## src/rtl/serial_pkg.sv

```systemverilog
// Shared definitions for the bit-serial operand feeder and its downstream sum collector.
package serial_pkg;

  localparam int DEFAULT_W = 8;

  typedef enum logic [1:0] {
    IDLE  = 2'd0,
    CLEAR = 2'd1,
    SHIFT = 2'd2
  } state_t;

endpackage

```

## src/rtl/serial_operand_serializer.sv

```systemverilog
// Loads two W-bit operands over valid/ready and streams them LSB-first as bit pairs,
// with word framing sideband and a carry-clear strobe for the downstream serial adder.
module serial_operand_serializer
  import serial_pkg::*;
#(
  parameter int W     = DEFAULT_W,
  parameter int CNT_W = (W == 1) ? 1 : $clog2(W)
) (
  input  logic         clk,
  input  logic         rst,
  input  logic         in_valid,
  output logic         in_ready,
  input  logic [W-1:0] in_a,
  input  logic [W-1:0] in_b,
  output logic         a,
  output logic         b,
  output logic         bit_valid,
  output logic         first_bit,
  output logic         last_bit,
  output logic         carry_clr
);

  localparam logic [CNT_W-1:0] LAST_IDX = CNT_W'(W - 1);

  state_t           r_state;
  logic [CNT_W-1:0] r_cnt;
  logic [W-1:0]     r_shA;
  logic [W-1:0]     r_shB;
  logic             w_lastBit;
  logic             w_xfer;

  // Accepting on the last bit lets words run back-to-back with a single CLEAR cycle between them.
  assign w_lastBit = (r_state == SHIFT) && (r_cnt == LAST_IDX);
  assign in_ready  = (r_state == IDLE) || w_lastBit;
  assign w_xfer    = in_valid && in_ready;

  assign bit_valid = (r_state == SHIFT);
  assign carry_clr = (r_state != SHIFT);
  assign a         = bit_valid && r_shA[0];
  assign b         = bit_valid && r_shB[0];
  assign first_bit = bit_valid && (r_cnt == '0);
  assign last_bit  = w_lastBit;

  always_ff @(posedge clk) begin
    if (rst) begin
      r_state <= IDLE;
      r_cnt   <= '0;
      r_shA   <= '0;
      r_shB   <= '0;
    end else if (w_xfer) begin
      r_shA   <= in_a;
      r_shB   <= in_b;
      r_cnt   <= '0;
      r_state <= CLEAR;
    end else begin
      case (r_state)
        CLEAR: r_state <= SHIFT;
        SHIFT: begin
          r_shA <= r_shA >> 1;
          r_shB <= r_shB >> 1;
          r_cnt <= r_cnt + CNT_W'(1);
          if (w_lastBit) r_state <= IDLE;
        end
        default: r_state <= IDLE;
      endcase
    end
  end

endmodule

```

## config.mk

```make
export PLATFORM = sky130hd
export DESIGN_NAME = serial_operand_serializer
export DESIGN_NICKNAME = d
export VERILOG_FILES = /design/src/rtl/serial_pkg.sv /design/src/rtl/serial_operand_serializer.sv
export SDC_FILE = /design/constraint.sdc
export NUM_CORES = 1
export LEC_CHECK = 0
export CORE_MARGIN = 4
export CORE_UTILIZATION = 25
export DETAILED_ROUTE_END_ITERATION = 8
export HOLD_SLACK_MARGIN = 0.1
export PLACE_DENSITY_LB_ADDON = 0.12
export SETUP_SLACK_MARGIN = 0.5
export SLEW_MARGIN = 20
export SYNTH_ARGS = -nofsm -noshare
export SYNTH_HDL_FRONTEND = slang
export SYNTH_SLANG_ARGS = --single-unit
```

## constraint.sdc

```tcl
create_clock -name clk -period 1.8 [get_ports clk]
set_input_delay 0.36 -clock clk [delete_from_list [all_inputs] [get_ports clk]]
set_output_delay 0.36 -clock clk [all_outputs]
set_load 0.01 [all_outputs]
```

=== After elaboration in Yosys (flattened, before gate mapping) ===
Index checks and enable logic that the tools add are counted.

* $add $sub $neg: 1
* Eq/ne operators: 6
* Muxes and demuxes: 7
* Reductions and logical operators: 10

{| class="wikitable"
|+ Operators with widths
! cell !! number
|-
| 8-bit two-way mux || 4
|-
| 1-bit logical AND || 5
|-
| 2-bit case mux with 2 select lines || 1
|-
| 3-bit by 1-bit adder with 3-bit output, second input constant || 1
|-
| 3-bit equality test, second input constant || 1
|-
| 3-bit zero test || 1
|-
| 3-bit by 1-bit != test with 1-bit output, second input constant || 1
|-
| 2-bit by 1-bit equality test with 1-bit output, second input constant || 1
|-
| 2-bit equality test, second input constant || 1
|-
| 2-bit zero test || 1
|-
| 2-bit two-way mux || 1
|-
| 2-bit by 1-bit != test with 1-bit output, second input constant || 1
|-
| 2-bit != test, second input constant || 1
|-
| 2-bit nonzero test || 1
|-
| 2-bit OR reduction || 1
|-
| 1-bit logical OR || 1
|-
| 1-bit two-way mux || 1
|}

* Flip-flop bits (word level): 21
* Bits of input ports: 19
* Output and inout bits: 7
* Logic and storage cells: 29

=== Longest topological paths before layout ===
Gate-level depths: netlist of the first run.

* Depth after elaboration: 5
* Depth in mapped cells: 7
* Mapped depth without buffers: 5

=== Worst setup path before layout of the first run ===
No wires, ideal clock.

* Path type: reg-to-output
* Start point: reg r_cnt[0]
* End point: out in_ready
* Arrival time: 1.231 ns
* Required time: 1.440 ns
* Slack: 0.209 ns
* Stages on the path, launching flop included: 7
* Buffers on the path: 2
* Cells stage by stage: dfxtp_1 -> ha_1 -> ha_1 -> and2b_1 -> buf_6 -> buf_6 -> nor2_1

* Word-level cells in the longest chain between the ends: 3

{| class="wikitable"
|+ RTL lines
! what !! RTL line !! text
|-
| start: declaration || serial_operand_serializer.sv:26 || <nowiki>logic [CNT_W-1:0] r_cnt;</nowiki>
|-
| start signal: assignment || serial_operand_serializer.sv:61 || <nowiki>r_cnt <= r_cnt + CNT_W'(1);</nowiki>
|-
| 3-bit equality test || serial_operand_serializer.sv:33 || <nowiki>assign w_lastBit = (r_state == SHIFT) && (r_cnt == LAST_IDX);</nowiki>
|-
| 1-bit logical AND || serial_operand_serializer.sv:33 ||
|-
| 1-bit logical OR || serial_operand_serializer.sv:34 || <nowiki>assign in_ready = (r_state == IDLE) || w_lastBit;</nowiki>
|-
| end: declaration || serial_operand_serializer.sv:12 || <nowiki>output logic in_ready,</nowiki>
|}

Every way passes these cells.

=== Worst setup path after layout of the first run ===
Same ends and word-level chain as after synthesis.

==> impl_metrics.env, run 1 <==
export IMPL_num_rows=23
export IMPL_clock_sinks=21
export IMPL_clk_pin_slew_ns=0.07
export IMPL_wl_per_cell_um=14.4
export IMPL_grt_pass1_vias=1057
export IMPL_initial_utilization_pct=26.5
export IMPL_grt_max_degree=22
export IMPL_die_w_um=73.8
export IMPL_ant_nets=0
export IMPL_dieArea_mm2=0.00545
export IMPL_synth_area_leaders="dfxtp_1 (39%), nand2_1 (9.7%), a311oi_1 (8.9%)"
export IMPL_grt_pass1_wl_um=5000
export IMPL_drtIter0Drc=35
export IMPL_setup_viol=0
export IMPL_syn2layout_area_growth_pct=54.1
export IMPL_dr_total_vias=1024
export IMPL_drc=0
export IMPL_cts_tree="yes"
export IMPL_skew_ns=0.00234
export IMPL_fp_dieH_um=73.8
export IMPL_tightestPinTransition_ns=0.260
export IMPL_drv_cap=0
export IMPL_antenna_found_initial=0
export IMPL_hpwl_um=1880
export IMPL_p_sw_mw=0.317
export IMPL_core_mm2=0.00409
export IMPL_io_pins=26
export IMPL_power_switching_share_pct=27.7
export IMPL_synth_nets=143
export IMPL_startpoint_type="register"
export IMPL_p_clk_share_pct=26.9
export IMPL_cts_made_buffers=3
export IMPL_clockBufferDepth=2
export IMPL_critPathArrivalTime_ns=1.28
export IMPL_min_period_ns=1.64
export IMPL_grt_usage_pct=11.7
export IMPL_vdd_drop_max_mv=0.312
export IMPL_grt_overflow=0
export IMPL_p_leak_nw=0.612
export IMPL_power_internal_mw=0.828
export IMPL_ys_warn_count=0
export IMPL_finalCritPeriodShare_pct=91.1
export IMPL_clock_latency_ns=0.25
export IMPL_holdCritPathClass="reg2reg"
export IMPL_dr_pass1_iters=4
export IMPL_fmax_ghz=0.610
export IMPL_finalSetupTns_ns=0
export IMPL_synth_area_leader_cell="dfxtp_1"
export IMPL_seq_area_frac_synth_pct=38.8
export IMPL_mostFrequentLayoutCells="nand2_1 (28), clkdlybuf4s50_1 (18), dfxtp_1 (17), buf_4 (12), a311oi_1 (11)"
export IMPL_rsz0062_at_grt="yes"
export IMPL_worst_path_max_fanout=2
export IMPL_final_common_cell="nand2_1"
export IMPL_syn_area_per_cell_um2=8.94
export IMPL_powerDensity_mw_per_mm2=686
export IMPL_endpoint_kind="primary output"
export IMPL_synthCells=121
export IMPL_cts_root_buf="clkbuf_8"
export IMPL_num_antenna_cells=0
export IMPL_port_buffers=25
export IMPL_synth_seq_cells=21
export IMPL_criticalPathCategory="reg2out"
export IMPL_whs_ns=0.486
export IMPL_nNetsFinal=182
export IMPL_synth_area_mm2=0.00108
export IMPL_synth_cell_type_count=27
export IMPL_cts_max_level=1
export IMPL_viasPerCell=4.90
export IMPL_drv_slew=0
export IMPL_gp_congestion=0.706
export IMPL_synth_top_cell_area_share_pct=38.8
export IMPL_max_slew_margin_pct=82.5
export IMPL_p_seq_share_pct=46.0
export IMPL_layout_drive_gt1_share_pct=38.4
export IMPL_p_total_mw=1.14
export IMPL_hold_viol_final=0
export IMPL_power_frac_comb_pct=27.1
export IMPL_crit_required_ns=1.44
export IMPL_status="complete, no violations"
export IMPL_drt_wl_total_um=3020
critical path: stages, from the launching register on:
cell and delay, ns:
dfxtp_2 0.36, ha_4 0.14, ha_4 0.12, and2b_2 0.23, nor2_4 0.08, buf_6 0.10
final timing paths:
| path | from | endpoint | slack [ns] | cells past startpoint |
|---|---|---|---|---|
| worst max register to register | r_cnt[0]$_SDFFE_PP0P_ | r_shA[3]$_SDFFE_PP0P_ | 0.25 | 7 |
| worst min-delay path | r_shB[4]$_SDFFE_PP0P_ | r_shB[3]$_SDFFE_PP0P_ | 0.49 | 2 |
| worst min register to register | r_shB[4]$_SDFFE_PP0P_ | r_shB[3]$_SDFFE_PP0P_ | 0.49 | 2 |
| worst max-delay path | r_cnt[0]$_SDFFE_PP0P_ | in_ready | 0.16 | 5 |
cell usage after synthesis:
cell      number
a311oi_1      11
a21oi_1        2
nor3_1        17
mux2_2         1
nand2_1       28
buf_6          5
ha_1           3
inv_6          1
nand3_1        2
and2b_2        1
o211ai_1       2
dfxtp_1       21
nor2_1         4
inv_1          2
mux2i_1        2
or2b_1         1
a311oi_2       3
nor3b_1        1
nand2_2        1
buf_12         1
and2b_1        1
nand2b_4       1
buf_4          3
and2_2         3
xnor2_1        1
nand2b_1       1
clkbuf_1       2
registers in the layout, indices dropped and copies added, names as in the netlist:
| name | flops |
|---|---|
| r_shA | 8 |
| r_shB | 8 |
| r_cnt | 3 |
| r_state | 2 |
area by class of cell:
class / instances / area, µm²
clock buffers: 4 / 45.0
multi-input cells: 87 / 663
fillers: 416 / 2420
flip-flops and latches: 21 / 425
inverters: 3 / 18.8
repair buffers: 44 / 453
well taps: 50 / 62.6
metal layers:
metal | up-vias | share of wire, % | global-route usage, %
met3 | 9 | 5.2 | 3.42
met4 | 0 | 1.9 | 5.43
met5 | - | 0 | 0
met1 | 486 | 44 | 14.3
li1 | 502 | - | -
met2 | 27 | 49 | 18.8
metrics by stage:
stage | setup WS [ns] | utilization, % | area [µm²] | instances
2_1_floorplan | 0.314 | - | 1120 | 121
3_3_place_gp | 0.0000305 | 34.0 | 1390 | 193
3_5_place_dp | 0.00656 | 34.0 | 1390 | 193
4_1_cts | 0.149 | 37.5 | 1530 | 204
5_1_grt | 0.102 | 40.8 | 1670 | 209
6_report | 0.161 | 40.8 | 1670 | 209
repair_timing:
action,4_1_cts,5_1_grt
hold buffers,0,0
hold endpoints to repair,0,0
pin swaps,3,8
cloned,1,1
gates resized for setup,46,15
setup endpoints to repair,28,28
setup buffers,6,4
power groups by stage:
| stage | Sequential, mW | Clock (mW) | Combinational, mW |
|---|---|---|---|
| detailed placement | 0.537 | 0 | 0.235 |
| global placement | 0.536 | 0 | 0.232 |
| floorplan | 0.534 | 0 | 0.163 |
| CTS | 0.526 | 0.318 | 0.271 |
| finish | 0.527 | 0.307 | 0.310 |
| global route | 0.532 | 0.341 | 0.337 |
kinds of logic (layout without fill, tap and decap cells):
kind of cell             Yosys count  after routing  synth area share [%]
AO/OA/AOI/OAI                     18             18                  15.4
adder cells (fa/ha/maj)            3              3                  3.47
buffers and inverters             14             51                  11.3
AND/OR/NAND/NOR                   61             62                  27.3
multiplexers                       3              3                  2.89
XOR/XNOR                           1              1                 0.809
flip-flops                        21             21                  38.8
No activity file was read; power rests on OpenSTA's default activity.
==> inputs of run 2 (changes only) <==
--- a/config.mk
+++ b/config.mk
@@ -9,6 +9,7 @@
 export CORE_UTILIZATION = 25
 export DETAILED_ROUTE_END_ITERATION = 8
 export HOLD_SLACK_MARGIN = 0.1
+export MAX_ROUTING_LAYER = met4
 export PLACE_DENSITY_LB_ADDON = 0.12
 export SETUP_SLACK_MARGIN = 0.5
 export SLEW_MARGIN = 20
==> impl_metrics.env, run 2 (synthesized netlist as in run 1, its figures left out) <==
export IMPL_min_period_ns=1.64
export IMPL_cts_max_level=1
export IMPL_crit_family="flip-flops"
export IMPL_status="complete, no violations"
export IMPL_clockBufferDepth=2
export IMPL_num_rows=23
export IMPL_clock_sinks=21
export IMPL_setup_viol=0
export IMPL_critPathArrivalTime_ns=1.28
export IMPL_hold_viol_final=0
export IMPL_clk_pin_slew_ns=0.07
export IMPL_seq_area_um2=425
export IMPL_endpoint_kind="primary output"
export IMPL_grt_pass1_vias=1061
export IMPL_p_clk_share_pct=26.8
export IMPL_power_switching_share_pct=27.6
export IMPL_whs_ns=0.485
export IMPL_cts_root_buf="clkbuf_8"
export IMPL_vdd_drop_max_mv=0.311
export IMPL_cts_hold_fix_buffers=0
export IMPL_finalCritPeriodShare_pct=90.9
export IMPL_io_pins=26
export IMPL_p_seq_share_pct=46.1
export IMPL_hpwl_um=1880
export IMPL_p_sw_mw=0.315
export IMPL_grt_max_degree=22
export IMPL_p_leak_nw=0.609
export IMPL_max_slew_margin_pct=82.7
export IMPL_drc=0
export IMPL_nNetsFinal=182
export IMPL_layoutNonFillerInstCount=209
export IMPL_mostFrequentLayoutCells="nand2_1 (28), clkdlybuf4s50_1 (18), dfxtp_1 (17), buf_4 (12), a311oi_1 (11)"
export IMPL_fillers=421
export IMPL_die_w_um=73.8
export IMPL_grt_usage_pct=12.0
export IMPL_syn2layout_area_growth_pct=53.2
export IMPL_clock_latency_ns=0.26
export IMPL_dr_pass1_iters=4
export IMPL_port_buffers=25
export IMPL_startpoint_type="register"
export IMPL_power_internal_mw=0.827
export IMPL_cp_slowest_cell="dfxtp_2"
export IMPL_core_mm2=0.00409
export IMPL_final_common_cell="nand2_1"
export IMPL_power_frac_comb_pct=27.0
export IMPL_path_cells="ha_4, ha_4, and2b_2, nor2_4, buf_6"
export IMPL_drv_cap=0
export IMPL_cts_tree="yes"
export IMPL_wl_per_cell_um=14.6
export IMPL_drv_slew=0
export IMPL_cts_made_buffers=3
export IMPL_ant_nets=0
export IMPL_crit_buf_inv=1
export IMPL_drtIter0Drc=37
export IMPL_gp_congestion=0.714
export IMPL_worst_path_max_fanout=2
export IMPL_tightestPinTransition_ns=0.258
export IMPL_layout_drive_gt1_share_pct=37.1
export IMPL_path_common_cell="ha_4"
export IMPL_dp_cells=193
export IMPL_grt_pass1_wl_um=4990
export IMPL_initial_utilization_pct=26.5
export IMPL_cpPeakStageDelay_ns=0.36
export IMPL_viasPerCell=4.94
export IMPL_num_antenna_cells=0
export IMPL_finalSetupTns_ns=0
export IMPL_crit_required_ns=1.44
export IMPL_drt_wl_total_um=3050
export IMPL_dieArea_mm2=0.00545
export IMPL_fp_dieH_um=73.8
export IMPL_fmax_ghz=0.611
export IMPL_reg_top3="r_shA x8, r_shB x8, r_cnt x3"
export IMPL_dr_total_vias=1032
export IMPL_rsz0062_at_grt="yes"
export IMPL_multi_input_area_um2=653
export IMPL_grt_overflow=0
export IMPL_powerDensity_mw_per_mm2=689
export IMPL_skew_ns=0.00348
export IMPL_criticalPathCategory="reg2out"
export IMPL_antenna_found_initial=0
export IMPL_holdCritPathClass="reg2reg"
==> run 2: worst paths after layout <==
kind	slack [ns]	endpoint	startpoint	depth (start not counted)
setup reg to reg	0.25	r_shB[2]$_SDFFE_PP0P_	r_cnt[0]$_SDFFE_PP0P_	7
hold / removal	0.48	r_shB[3]$_SDFFE_PP0P_	r_shB[4]$_SDFFE_PP0P_	2
setup / recovery	0.16	in_ready	r_cnt[0]$_SDFFE_PP0P_	5
hold reg to reg	0.48	r_shB[3]$_SDFFE_PP0P_	r_shB[4]$_SDFFE_PP0P_	2
==> run 2: area by class of cell <==
cell class | instances | share of cell area, %
Multi-Input combinational cell | 87 | 39.4
Timing Repair Buffer | 44 | 27.3
Sequential cell | 21 | 25.7
Tap cell | 50 | 3.77
Clock buffer | 4 | 2.72
Inverter | 3 | 1.13
==> run 2: timing repair <==
action                                  in CTS  in global routing
pin swaps                                    3                  8
cloned                                       1                  1
buffers inserted                             6                  4
endpoints found under the setup margin      28                 28
gates resized for setup                     46                 13
==> run 2: per-stage QoR <==
step                      power, mW  instance area (µm²)  utilization (%)  setup slack [ns]
final                          1.14                 1660             40.6             0.163
after global routing           1.21                 1660             40.6             0.103
after CTS                      1.12                 1530             37.5             0.149
after detailed placement      0.771                 1390             34.0           0.00656
after global placement        0.769                 1390             34.0         0.0000305
after floorplan               0.696                 1120                -             0.314
==> run 2: worst register-to-register path, delay by kind of cell, from the launching register on <==
kind	cells	cell delay, ns
flops	1	0.36
fa+ha+maj	2	0.26
compound gates	1	0.07
buf+inv	2	0.30
simple gates	2	0.45
==> run 2: per-layer routing <==
metal  GRT usage (%)  vias up  share of wire, %
li1                -      504                 -
met4            5.43        0               1.8
met2            18.8       33                48
met3            3.01        9               5.1
met1            14.5      486                45
met5               -        -                 0
==> run 2: power groups by stage <==
stage / clock (mW) / combinational (mW) / sequential [mW]
CTS: 0.318 / 0.271 / 0.526
finish: 0.306 / 0.309 / 0.527
global route: 0.341 / 0.335 / 0.532
floorplan: 0 / 0.163 / 0.534
detailed placement: 0 / 0.235 / 0.537
global placement: 0 / 0.232 / 0.536
